**config.mk**
```make
export PLATFORM = sky130hd
export DESIGN_NAME = reg_dump_ctrl
export DESIGN_NICKNAME = d
export VERILOG_FILES = /design/src/rtl/reg_dump_ctrl_pkg.sv /design/src/rtl/reg_dump_ctrl.sv
export SDC_FILE = /design/constraint.sdc
export NUM_CORES = 1
export LEC_CHECK = 0
export ABC_AREA = 1
export BUFFER_PORTS_ARGS = -buffer_cell sky130_fd_sc_hd__buf_2
export CORE_MARGIN = 2
export CORE_UTILIZATION = 42
export DETAILED_ROUTE_END_ITERATION = 7
export HOLD_SLACK_MARGIN = 0.12
export PLACE_DENSITY = 0.82
export SLEW_MARGIN = 20
export SYNTH_ARGS = -nofsm -noshare
export SYNTH_HDL_FRONTEND = slang
export SYNTH_SLANG_ARGS = --single-unit
```
**constraint.sdc**
```tcl
create_clock -name clk -period 1.05 [get_ports clk]
set_input_delay 0.0525 -clock clk [delete_from_list [all_inputs] [get_ports clk]]
set_output_delay 0.0525 -clock clk [all_outputs]
set_load 0.1 [all_outputs]
```
**src/rtl/reg_dump_ctrl_pkg.sv**
```systemverilog
`default_nettype none
// ============================================================================
//  Module      : reg_dump_ctrl_pkg
//  Description : Shared CPU constants for the register-dump controller.
//                Holds the default register-file geometry (data width and
//                address width) and the dump FSM state encoding.
//  Ports       : none (package)
//  Revision    : 1.0 - initial release
// ============================================================================
package reg_dump_ctrl_pkg;

    // Default register-file geometry, shared with the register file and datapath
    localparam int c_size_default    = 16;
    localparam int c_regbits_default = 4;

    // Dump FSM state encoding
    localparam int         c_state_w     = 3;
    localparam logic [2:0] c_st_idle     = 3'd0;
    localparam logic [2:0] c_st_issue    = 3'd1;
    localparam logic [2:0] c_st_wait     = 3'd2;
    localparam logic [2:0] c_st_present  = 3'd3;
    localparam logic [2:0] c_st_done     = 3'd4;

endpackage
`default_nettype wire

```
**src/rtl/reg_dump_ctrl.sv**
```systemverilog
`default_nettype none
// ============================================================================
//  Module      : reg_dump_ctrl
//  Description : Read-side initiator for the CPU register file. On start it
//                walks every register address on the second read port,
//                captures each value and streams {index, value} beats to a
//                downstream consumer over valid/ready. While busy it holds
//                off register-file writes so each dump is a coherent snapshot.
//  Ports       : clk      - clock, rising edge
//                reset    - asynchronous active-high reset
//                start    - one-cycle dump request, honoured only when idle
//                abort    - cancel the dump in progress
//                busy     - dump in progress
//                done     - one-cycle pulse after the last beat is accepted
//                rfHold   - register-file write hold (same as busy)
//                rfAddr   - address to register-file srcAddr
//                rfData   - register-file readData2 (one cycle after rfAddr)
//                outValid - outData/outAddr hold a captured register
//                outReady - consumer ready
//                outData  - captured register value
//                outAddr  - index of outData
//  Revision    : 1.0 - initial release
// ============================================================================
module reg_dump_ctrl
    import reg_dump_ctrl_pkg::*;
#(
    parameter int SIZE    = c_size_default,
    parameter int REGBITS = c_regbits_default
) (
    input  logic               clk,
    input  logic               reset,
    input  logic               start,
    input  logic               abort,
    output logic               busy,
    output logic               done,
    output logic               rfHold,
    output logic [REGBITS-1:0] rfAddr,
    input  logic [SIZE-1:0]    rfData,
    output logic               outValid,
    input  logic               outReady,
    output logic [SIZE-1:0]    outData,
    output logic [REGBITS-1:0] outAddr
);

    logic [c_state_w-1:0] r_state;
    logic [REGBITS-1:0]   r_count;
    logic [SIZE-1:0]      r_out_data;
    logic [REGBITS-1:0]   r_out_addr;
    logic                 w_last;

    // Last register is all-ones; the counter is REGBITS wide so the
    // increment after the final beat wraps back to zero on its own.
    assign w_last = (r_count == {REGBITS{1'b1}});

    always_ff @(posedge clk or posedge reset) begin
        if (reset) begin
            r_state    <= c_st_idle;
            r_count    <= '0;
            r_out_data <= '0;
            r_out_addr <= '0;
        end else if (abort) begin
            // Abort outranks both start (in IDLE) and a pending handshake
            // (in PRESENT): the in-flight beat is dropped, no done pulse.
            r_state <= c_st_idle;
            r_count <= '0;
        end else begin
            case (r_state)
                c_st_idle: begin
                    if (start) begin
                        r_state <= c_st_issue;
                        r_count <= '0;
                    end
                end
                c_st_issue: begin
                    // Register file samples rfAddr at this closing edge
                    r_state <= c_st_wait;
                end
                c_st_wait: begin
                    r_out_data <= rfData;
                    r_out_addr <= r_count;
                    r_state    <= c_st_present;
                end
                c_st_present: begin
                    if (outReady) begin
                        r_count <= r_count + 1'b1;
                        r_state <= w_last ? c_st_done : c_st_issue;
                    end
                end
                c_st_done: begin
                    r_state <= c_st_idle;
                    r_count <= '0;
                end
                default: begin
                    r_state <= c_st_idle;
                    r_count <= '0;
                end
            endcase
        end
    end

    // Every output is a register or a pure state decode, so outReady never
    // reaches an output combinationally.
    assign busy     = (r_state != c_st_idle);
    assign rfHold   = busy;
    assign done     = (r_state == c_st_done);
    assign outValid = (r_state == c_st_present);
    assign rfAddr   = r_count;
    assign outData  = r_out_data;
    assign outAddr  = r_out_addr;

endmodule
`default_nettype wire

```
==> flow_summary.toml <==
[critical_path]
worstSetupStartpointType = "flop"
setup.worst_path.class = "reg2reg"
regToRegSetupSlack_ps = -290
arrival_ps = 1590
cpPeakStageDelay_ps = 500
path_max_fanout = 20
endpoint_kind = "flop"
path_cells = "buf_4 > nor2_4 > nand3_4 > buf_12 > o21ai_1"
slowest_stage = "dfrtp_2"
cp_top_family = "flip-flops"
cp_data_required_time_ps = 1300
crit_buf_inv = 2

[routing]
vias = 1273
routed_wl_mm = 4.06
dr.pass1.iters = 4
detail-route-antenna-nets = 0
drc_errors = 0
vias_per_cell = 4.88
wl_per_cell_um = 15.5
first_iter_violations = 94

[sta]
hold_viol = 0
rsz0062_at_grt = "true"
period_minus_slack_ps = 1340
setup_viol = 35
hold_ws_ps = 96.8
setup_tns_ps = -8450
finalClockSkew_ps = 4.89
worstMarginPinSlew_ps = 330
worst_slack_ps = -294
fmax_mhz = 744
slew_violations = 0
slew_headroom_pct = 78.0
finalCritPeriodShare_pct = 128

[placed_design]
place_area_um2 = 2100
dp_cells = 229
place_congestion = 0.811
hpwl_mm = 2.17
port_buffers = 48

[synth]
synth-xor-area-share_pct = 0.709
synthArstFlopShare_pct = 100
yosysMostFrequentCell = "nand2_1"
synth.distinct_cells = 20
netlist_area_um2 = 1240
ys_warn_count = 0
synth_top_area_share_pct = 54.7
synth_flop_cell = "dfrtp_1"
seq_area_frac_synth_pct = 54.7
syn_inst = 144
synth_compound_area_share_pct = 8.91
synth_top_family_by_area = "simple AND/OR/NAND/NOR gates"
synthesis.nets = 166
syn_avg_cell_area_um2 = 8.58
synth_commonest_cells = "nand2_1 (38), dfrtp_1 (27), inv_1 (27), o21ai_0 (20), nor2_1 (8)"
synth_edf_count = 0
ys_ff_latch = 27
synthSimpleGateAreaFrac_pct = 23.7
synthAdderAreaFrac_pct = 1.01
synth_mux_area_share_pct = 0
ys_top_cells_by_area = "dfrtp_1 (55%), nand2_1 (12%), inv_1 (8.2%)"
synth_area_leader_cell = "dfrtp_1"

[floorplanning]
dieArea_um2 = 3390
die_x_um = 58.3
boundaryPins = 49
num_rows = 19
die_h_um = 58.3
start_util_pct = 44.4
coreArea_um2 = 2780

[global_route]
grt_pass1_vias = 1265
grtUsageTotal_pct = 21.8
antenna_found_initial = 0
grt_max_degree = 41
grt-ovfl-total = 0
grt_pass1_wl_mm = 5.59

[cts]
clkLatencyLatePin_ps = 330
cts_tree = "done"
numClockSinks = 27
clock_path_buffers = 2
postCtsHoldBufs = 17
numCtsBuffers = 3
cts-root-buf = "clkbuf_4"
cts.htree.levels = 1
cts.clk_slew.worst_paths_ps = 150

[run_status]
violations = "setup timing"
status = "complete, but fails checks"

[finish]
area_growth_pct = 103
fillers = 112
final_cells = 261
drive_gt1_share_pct = 57.4
fin_area_um2 = 2500
multiInputGateArea_um2 = 548
n_antenna_cell = 0
finalNetCount = 253
seqCellArea_um2 = 719

[run]
cap_viol_max_count = 0

[pwr]
p_leak_nw = 1.20
power_per_cell_area_nw_per_um2 = 2840
peakVddDrop_mv = 3.88

[hold_path]
hp-class = "in2reg"
[state kept, by name, summed over array words and instances (netlist names)]
name     cells
rfAddr       4
outAddr      4
r_state      3
outData     16
[per-stage QoR]
| step | setup slack (ps) | utilization (%) | power [mW] |
|---|---|---|---|
| after floorplan | -171 | - | 4.49 |
| after global placement | -64.3 | 75.3 | 6.23 |
| after detailed placement | -130 | 75.3 | 6.32 |
| after CTS | -271 | 86.4 | 6.92 |
| after global routing | -327 | 90.1 | 7.30 |
| final | -294 | 90.1 | 7.10 |
[worst min-delay path: cells and delay by family]
kind            cells  cell delay, ps
buf+inv             1             150
compound gates      1              50
simple gates        2             170
[report_power, final]
group	switching (mW)	internal, mW	leakage (nW)
Combinational	3.11	1.71	0.870
Sequential	0.402	1.42	0.313
Clock	0.312	0.149	0.0150
Total	3.82	3.29	1.20
[final timing paths]
kind,from,endpoint,depth (start not counted)
max,r_state[0],outData[15],5
min,abort,r_state[0],4
max reg2reg,r_state[0],outData[15],5
min reg2reg,outAddr[2],outAddr[2],2
max in group asynchronous,reset,rfAddr[1],4
min in group asynchronous,reset,outData[15],4
[logic make-up (layout without fill, tap and decap cells)]
kind of cell | Yosys count | after routing
buffers and inverters | 33 | 119
flip-flops | 27 | 27
AND/OR/NAND/NOR | 60 | 60
AO/OA/AOI/OAI | 22 | 22
adder cells (fa/ha/maj) | 1 | 1
XOR/XNOR | 1 | 1
[final cells by class]
cell class              count  share of cell area (%)
clock buffers               4                    1.05
multi-input cells          84                    21.9
inverters                  28                    4.50
well taps                  31                    1.55
repair buffers             87                    42.3
flip-flops and latches     27                    28.7
[cells in the final DEF (no fill, tap or decap), types with 6 or more instances in the layout]
master          n
inv_1          23
o21ai_1        14
dfrtp_2        23
buf_4          11
buf_6           9
nor2_4          6
buf_2          20
nand2_1        33
buf_12         29
dlygate4sd3_1  17
[layer usage]
metal  routed length [um]  vias to the layer above  GRT usage [%]  part of all wire, %
li1                     -                      612              -                    -
met1                 1560                      610           24.2                   38
met5                    0                        -              0                    0
met3                  153                        6           3.35                  3.8
met2                 2290                       45           43.3                   57
met4                   49                        0           3.99                  1.2
[what timing repair did]
action / in CTS / in global routing
hold endpoints to repair: 44 / 1
resized for setup: 27 / 22
endpoints found under the setup margin: 35 / 35
pin swaps: 7 / 11
cloned: 0 / 3
setup buffers: 6 / 4
No activity file was read; power rests on OpenSTA's default activity.
